[src/rtl/irrigation_scheduler.sv]
`default_nettype none
// ============================================================================
// Module : irrigation_scheduler
// Round-robin irrigation valve scheduler with per-zone dryness debounce.
// Rev    : 1.0  initial release
// ============================================================================
module irrigation_scheduler #(
    parameter int ZONES       = 4,
    parameter int WATER_TIME  = 8,
    parameter int SETTLE_TIME = 2,
    parameter int DEB         = 3
) (
    input  logic                     clk,
    input  logic                     rst_n,
    input  logic                     i_enable,
    input  logic [ZONES-1:0]         i_dry,
    output logic [ZONES-1:0]         o_valve,
    output logic [$clog2(ZONES)-1:0] o_active_zone,
    output logic                     o_busy,
    output logic                     o_done
);
    localparam int c_ZW   = $clog2(ZONES);
    localparam int c_SW   = c_ZW + 1;
    localparam int c_CW   = $clog2(DEB + 1);
    localparam int c_TMAX = (WATER_TIME > SETTLE_TIME) ? WATER_TIME : SETTLE_TIME;
    localparam int c_TW   = (c_TMAX > 1) ? $clog2(c_TMAX) : 1;

    localparam logic [c_CW-1:0] c_DEB   = c_CW'(DEB);
    localparam logic [c_TW-1:0] c_WLOAD = c_TW'(WATER_TIME - 1);
    localparam logic [c_TW-1:0] c_SLOAD = c_TW'(SETTLE_TIME - 1);
    localparam logic [c_ZW-1:0] c_ZLAST = c_ZW'(ZONES - 1);
    localparam logic [c_SW-1:0] c_ZN    = c_SW'(ZONES);

    typedef enum logic [1:0] {
        S_IDLE   = 2'd0,
        S_WATER  = 2'd1,
        S_SETTLE = 2'd2
    } state_t;

    state_t             r_state, w_state_nxt;
    logic [ZONES-1:0]   r_valve, w_valve_nxt;
    logic [c_ZW-1:0]    r_zone, w_zone_nxt;
    logic [c_ZW-1:0]    r_rr, w_rr_nxt;
    logic [c_ZW-1:0]    w_sel;
    logic [c_SW-1:0]    w_sum;
    logic [c_TW-1:0]    r_timer, w_timer_nxt;
    logic               r_busy, r_done, w_done_nxt, w_found;
    logic [ZONES-1:0]   w_req, w_clr, w_rot;
    logic [2*ZONES-1:0] w_dbl;
    logic [c_CW-1:0]    r_cnt [ZONES];

    // A completion clear overrides a simultaneous dry sample.
    always_ff @(posedge clk or negedge rst_n) begin
        if (!rst_n) begin
            for (int i = 0; i < ZONES; i++) r_cnt[i] <= '0;
        end else begin
            for (int i = 0; i < ZONES; i++) begin
                if (w_clr[i] || !i_dry[i])
                    r_cnt[i] <= '0;
                else if (r_cnt[i] != c_DEB)
                    r_cnt[i] <= r_cnt[i] + c_CW'(1);
            end
        end
    end

    generate
        for (genvar g = 0; g < ZONES; g++) begin : g_req
            assign w_req[g] = (r_cnt[g] == c_DEB);
        end
    endgenerate

    // Rotate requests so bit 0 is the pointer position, then pick the lowest.
    assign w_dbl = {w_req, w_req} >> r_rr;
    assign w_rot = w_dbl[ZONES-1:0];

    always_comb begin
        w_found = 1'b0;
        w_sum   = '0;
        for (int k = 0; k < ZONES; k++) begin
            if (!w_found && w_rot[k]) begin
                w_found = 1'b1;
                w_sum   = {1'b0, r_rr} + c_SW'(k);
            end
        end
        if (w_sum >= c_ZN) w_sum = w_sum - c_ZN;
        w_sel = w_sum[c_ZW-1:0];
    end

    always_comb begin
        w_state_nxt = r_state;
        w_valve_nxt = r_valve;
        w_zone_nxt  = r_zone;
        w_rr_nxt    = r_rr;
        w_timer_nxt = r_timer;
        w_done_nxt  = 1'b0;
        w_clr       = '0;
        case (r_state)
            S_IDLE: begin
                w_valve_nxt = '0;
                if (i_enable && w_found) begin
                    w_state_nxt        = S_WATER;
                    w_valve_nxt[w_sel] = 1'b1;
                    w_zone_nxt         = w_sel;
                    w_timer_nxt        = c_WLOAD;
                end
            end
            S_WATER: begin
                if (!i_enable) begin
                    w_state_nxt = S_SETTLE;
                    w_valve_nxt = '0;
                    w_timer_nxt = c_SLOAD;
                end else if (r_timer == '0) begin
                    w_state_nxt   = S_SETTLE;
                    w_valve_nxt   = '0;
                    w_timer_nxt   = c_SLOAD;
                    w_done_nxt    = 1'b1;
                    w_rr_nxt      = (r_zone == c_ZLAST) ? '0 : r_zone + c_ZW'(1);
                    w_clr[r_zone] = 1'b1;
                end else begin
                    w_timer_nxt = r_timer - c_TW'(1);
                end
            end
            S_SETTLE: begin
                if (r_timer == '0)
                    w_state_nxt = S_IDLE;
                else
                    w_timer_nxt = r_timer - c_TW'(1);
            end
            default: begin
                w_state_nxt = S_IDLE;
                w_valve_nxt = '0;
            end
        endcase
    end

    always_ff @(posedge clk or negedge rst_n) begin
        if (!rst_n) begin
            r_state <= S_IDLE;
            r_valve <= '0;
            r_zone  <= '0;
            r_rr    <= '0;
            r_timer <= '0;
            r_busy  <= 1'b0;
            r_done  <= 1'b0;
        end else begin
            r_state <= w_state_nxt;
            r_valve <= w_valve_nxt;
            r_zone  <= w_zone_nxt;
            r_rr    <= w_rr_nxt;
            r_timer <= w_timer_nxt;
            r_busy  <= (w_state_nxt != S_IDLE);
            r_done  <= w_done_nxt;
        end
    end

    assign o_valve       = r_valve;
    assign o_active_zone = r_zone;
    assign o_busy        = r_busy;
    assign o_done        = r_done;

endmodule
`default_nettype wire

[config.mk]
export PLATFORM = sky130hd
export DESIGN_NAME = irrigation_scheduler
export DESIGN_NICKNAME = d
export VERILOG_FILES = /design/src/rtl/irrigation_scheduler.sv
export SDC_FILE = /design/constraint.sdc
export NUM_CORES = 1
export LEC_CHECK = 0
export ABC_AREA = 1
export ABC_CLOCK_PERIOD_IN_PS = 1800
export CAP_MARGIN = 40
export CELL_PAD_IN_SITES_DETAIL_PLACEMENT = 1
export CELL_PAD_IN_SITES_GLOBAL_PLACEMENT = 1
export CORE_MARGIN = 3
export CORE_UTILIZATION = 46
export DETAILED_ROUTE_END_ITERATION = 16
export DONT_BUFFER_PORTS = 1
export GPL_TIMING_DRIVEN = 0
export PLACE_DENSITY_LB_ADDON = 0.1
export RECOVER_POWER = 100
export REMOVE_ABC_BUFFERS = 1
export SLEW_MARGIN = 20
export SYNTH_ARGS = -nofsm -noshare
export SYNTH_HDL_FRONTEND = slang
export SYNTH_SLANG_ARGS = --single-unit
[constraint.sdc]
create_clock -name clk -period 1.8 [get_ports clk]
set_input_delay 0.18 -clock clk [delete_from_list [all_inputs] [get_ports clk]]
set_output_delay 0.18 -clock clk [all_outputs]
set_load 0.1 [all_outputs]
After elaboration in Yosys (flattened, before gate mapping)
Cells that the tools add are included.

Register bits: 23. Input port bits: 7.

Equality and inequality tests: 14. Muxes and demuxes: 42. Bitwise gates (word level): 1. $lt $le $gt $ge: 5. Shift operators: 1. Reductions and logical operators: 29. Add/subtract/negate cells: 10.

Operators by type and width (number): $mux 2 (15); $mux 4 (6); $mux 3 (7); $eq 2x2->1 const B (6); $ne 2x2->1 const B (6); $pmux 4 s3 (1); $add 2x1->2 const B (5); $reduce_bool 2->1 (5); $mux 1 (9); $pmux 3 s3 (1); $shr 8x2->4 (1); $logic_not 1->1 (7); $add 2x2->3 const B (2); $logic_and 1x1->1 (6); $lt 2x3->1 const B (2); $pmux 2 s3 (1); $reduce_and 3->1 (2); $demux 1 s2 (2); $ge 2x1->1 const B (2); $logic_or 1x1->1 (4); $reduce_and 2->1 (2); $add 2x1->3 const B (1); $ge 3x3->1 const B (1); $logic_not 3->1 (1); other kinds (7) (7).

Logic depth before layout (Yosys ltp)
Depth in word-level cells: 20. Mapped depth: 13. Gate-level depth less buffers: 13.

Worst setup path before layout
OpenSTA, ideal clock, no wires.

Path kind: flip-flop to flip-flop. Start: register r_zone[0], in the netlist o_active_zone[0]. End: register r_rr[1]. Data required time: 1.662 ns. Library setup time: 0.138 ns. Slack: 0.101 ns. Path buffers: 0. Data arrival time: 1.561 ns. Stages on the path, launching flop included: 5. Period minus slack after synthesis: 1.699 ns. Cell sequence: dfrtp_1 inv_1 ha_1 nand2_1 o21ai_0.

Longest elaborated chain between the ends: 2. Elaborated cells on any way between the ends: 3. Classes of those cells: add/sub: 1; eq/ne: 1; mux: 1.

Ends and longest elaborated chain: start, declared (RTL line 42) `logic [c_ZW-1:0] r_zone, w_zone_nxt;`; start signal, assigned (RTL line 148) `r_zone <= w_zone_nxt;`; $add 2x1->2 or $eq 2x2->1 (tied branches) (RTL line 117) `w_rr_nxt = (r_zone == c_ZLAST) ? '0 : r_zone + c_ZW'(1);`; $mux 2 (*) (RTL line 117); end signal, assigned (RTL line 149) `r_rr <= w_rr_nxt;`; end, declared (RTL line 43) `logic [c_ZW-1:0] r_rr, w_rr_nxt;`.

Every way passes the cells marked *; elsewhere a longest branch is shown, timed or not. A chain may end at the register's enable or synchronous reset.

Final worst setup path
Start: register r_cnt[3] in the netlist's numbering. End: register r_valve[0], in the netlist o_valve[0].

Longest elaborated chain between the ends: 20. Elaborated cells on any way between the ends: 27. Classes of those cells: add/sub: 1; order compare: 3; eq/ne: 1; shift: 1; mux: 13; reduce/logical: 8.

Ends and longest elaborated chain: start, declared (RTL line 50) `logic [c_CW-1:0] r_cnt [ZONES];`; start signal, assigned by index (RTL line 61) `r_cnt[i] <= r_cnt[i] + c_CW'(1);`; $eq 2x2->1 (*) (RTL line 68) `assign w_req[g] = (r_cnt[g] == c_DEB);`; $shr 8x2->4 (*) (RTL line 73) `assign w_dbl = {w_req, w_req} >> r_rr;`; $mux 1 (RTL line 80) `if (!w_found && w_rot[k]) begin`; $logic_not 1->1 (RTL line 80); $logic_and 1x1->1 (RTL line 80); $mux 1 (RTL line 80); $logic_not 1->1 (RTL line 80); $logic_and 1x1->1 (RTL line 80); [... 4 more ...]; $ge 3x3->1 or $sub 2x1->2 (tied branches) (RTL line 85) `if (w_sum >= c_ZN) w_sum = w_sum - c_ZN;`; $mux 2 (RTL line 85); $lt 2x3->1 (implied by the code) or $ge 2x1->1 (tied branches) (RTL line 102) `w_valve_nxt[w_sel] = 1'b1;`; $logic_and 1x1->1 (implied by the code) (RTL line 102); $mux 1 (implied by the code) (RTL line 102); $demux 1 s2 (RTL line 102); $mux 4 (*) (RTL line 100) `if (i_enable && w_found) begin`; $pmux 4 s3 (*) (RTL line 97) `case (r_state)`; end signal, assigned (RTL line 147) `r_valve <= w_valve_nxt;`; end, declared (RTL line 41) `logic [ZONES-1:0] r_valve, w_valve_nxt;`.

Marked as above.

==> results_dict.tcl <==
set metrics [dict create \
    rsz0062_at_grt "yes" \
    grt_pass1_wl_mm 7.14 \
    syn_area_per_cell_um2 7.62 \
    tns_ns -0.0706 \
    routed_wirelength_mm 5.49 \
    grt.total_usage_pct 21.0 \
    clockRootBuffer "clkbuf_4" \
    clk_latency_ns 0.33 \
    grt_start_max_net_pins 24 \
    yosysTopAreaCell "dfrtp_1" \
    dieWidth_um 66.1 \
    pwr-share-seq_pct 29.9 \
    p_clk_share_pct 6.2 \
    max-cap-violations 0 \
    drtIter0Drc 109 \
    hpwl_mm 3.04 \
    rrSetupSlack_ns -0.07 \
    power.total_mw 4.19 \
    min_to "o_done" \
    nNetsFinal 277 \
    dieHeight_um 66.1 \
    antenna_found_initial 0 \
    worstMarginPinSlew_ns 1.32 \
    synth_most_common_cell "nand2_1" \
    fmax_mhz 535 \
    end_kind "register" \
    holdCritStartpoint "i_enable" \
    relSlewSlack_pct 11.7 \
    status "finished, violations left" \
    antenna_cells 0 \
    r2r_start "r_cnt[3]" \
    intPower_mw 1.70 \
    syn_to_final_growth_pct 24.9 \
    ys_ff_latch 23 \
    start_util_pct 48.6 \
    wl_per_cell_um 18.5 \
    synth-edff-count 0 \
    hold_viol 0 \
    grt_pass1_vias 1503 \
    r2r-end "o_valve[0]" \
    cp.required_ns 2.08 \
    path_cells "buf_4, ha_4, nand2_1, nand2_2, nor2_4, nand4_4, nand2_2, nand2_4, a21oi_2, nand2_1, nand2_1" \
    port_buffers 0 \
    seq_area_frac_synth_pct 34.7 \
    synth_area_leaders "dfrtp_1 (35%), nand2_1 (16%), ha_1 (14%), inv_1 (5.4%), nand3_1 (4.5%)" \
    crit_top_cell "nand2_1" \
    power.share.switching_pct 59.3 \
    p_comb_share_pct 63.9 \
    hold_depth 2 \
    core_um2 3420 \
    period_needed_ns 1.87 \
    drtPass1Iterations 4 \
    path_max_fanout 4 \
    hold_path.class "in -> reg" \
    synth.cell_area_um2 1660 \
    antenna_left 0 \
    ir_drop_uv 1070 \
    synth_top_flop_cell "dfrtp_1" \
    dp.cells 265 \
    synth_top_area_share_pct 34.7 \
    slowest_stage "dfrtp_1" \
    clk_pin_slew_worst_paths_ns 0.14 \
    power_density_nw_per_um2 2020 \
    cts_tree "yes" \
    fin_skew_ns 0.00612 \
    violations "setup timing" \
    htree_levels 1 \
    synth_cells 218 \
    cts_max_path_buffers 2 \
    crit_arrival_ns 2.16 \
    finalCritPeriodShare_pct 104 \
    slowest_delay_ns 0.43 \
    ios 15 \
    gp_congestion 0.869 \
    yosys-top-cells-count "nand2_1 (70), inv_1 (24), dfrtp_1 (23)" \
    grt_overflow 0 \
    drive_above_1_share_pct 29.1 \
    avgViaCountPerCell 5.44 \
    worst-r2r-cell-count 11 \
    final_cells 297 \
    drc 0 \
    preCtsSetupSlack_ns -0.143 \
    startpoint_type "register" \
    vias 1617 \
    dieArea_um2 4370 \
    async_flop_share_pct 100 \
    setup_ws_ns -0.0706 \
    power_leakage_nw 1.04 \
    num_rows 21 \
    switchingPower_mw 2.48 \
    path_class "reg -> reg" \
    ys_warn_count 0 \
    cts.sinks 23 \
    numCtsBuffers 3 \
    synth_cell_types 24 \
    finalSetupViolCount 1 \
    drv_slew 0 \
]
-- placed cells by master, fill, tap and decap left out, types with 3 or more instances in the layout --
master	count
nand3_1	15
o21ai_0	6
clkbuf_2	3
a21oi_2	3
a21oi_1	6
nand4_1	3
inv_1	22
xor2_1	6
nand2_1	60
nand3_2	3
clkbuf_4	3
nor2_1	11
dfrtp_1	21
dlygate4sd3_1	5
clkbuf_1	5
nand2_2	13
ha_1	10
buf_4	16
ha_2	7
nand2_4	5
inv_2	4
o21ai_1	4
-- worst max-delay path: cells and delay by family, from the launching register on --
family                     cells  cell delay [ns]
DFF                            1             0.43
and+or+nand+nor                8             0.90
adders and majority gates      1             0.17
AOI/OAI and AO/OA              1             0.19
buffers and inverters          1             0.15
-- metrics by stage --
step           area [um2]  utilization [%]  hold WS, ns
2_1_floorplan        1630                -       -0.116
3_3_place_gp         1690             49.4       -0.115
3_5_place_dp         1760             51.5       -0.115
4_1_cts              1900             55.8       0.0563
5_1_grt              2070             60.7       0.0644
6_report             2070             60.7       0.0783
-- repair_timing --
item                       CTS  global route
setup buffers                2            15
setup endpoints to repair   12            20
pin swaps                    1            12
hold endpoints to repair    31             0
hold buffers                 6             0
gates resized for setup      8            32
-- power groups by stage --
stage | registers (mW) | clock network, mW | logic [mW]
final | 1.25 | 0.260 | 2.68
after global routing | 1.28 | 0.292 | 2.93
after CTS | 1.35 | 0.264 | 2.06
after detailed placement | 1.35 | 0 | 1.93
after global placement | 1.48 | 0 | 1.54
after floorplan | 1.42 | 0 | 1.30
-- cells by family (layout without fill, tap and decap cells) --
kind of cell	Yosys count	in the layout	share of synthesized area (%)
buf+inv	30	63	7.91
fa+ha+maj	18	18	13.6
compound gates	22	22	7.46
xor+xnor	6	6	3.17
flops	23	23	34.7
simple gates	119	119	33.2
-- worst max path at each step --
stage                     slack [ns]             start               end
after floorplan                 0.10  o_active_zone[0]           r_rr[1]
after global placement         -0.06           r_rr[0]  o_active_zone[0]
after detailed placement       -0.14           r_rr[0]        o_valve[3]
after CTS                      0.004          r_cnt[2]        o_valve[1]
after global routing           -0.19          r_cnt[5]        o_valve[0]
final                          -0.07          r_cnt[3]        o_valve[0]
-- per-layer routing --
layer	up-vias	wire length, um	track usage [%]
met5	-	0	0
met4	0	193	7.61
met3	16	132	2.38
met2	22	2900	35.6
met1	818	2260	27.2
li1	761	-	-
-- layout make-up --
class	count	area [um2]
sequential	23	578
multi-input combinational	165	1080
tap	46	57.6
fill	446	1340
clock inverter	1	5.00
clock buffer	3	22.5
timing repair buffer	32	230
inverter	27	104
-- flip-flops by register name (all words and copies together) (netlist names) --
signal         count
o_active_zone      2
o_busy             1
o_done             1
o_valve            4
r_cnt              8
r_rr               2
r_state            2
r_timer            3
No activity file was read; power rests on OpenSTA's default activity.
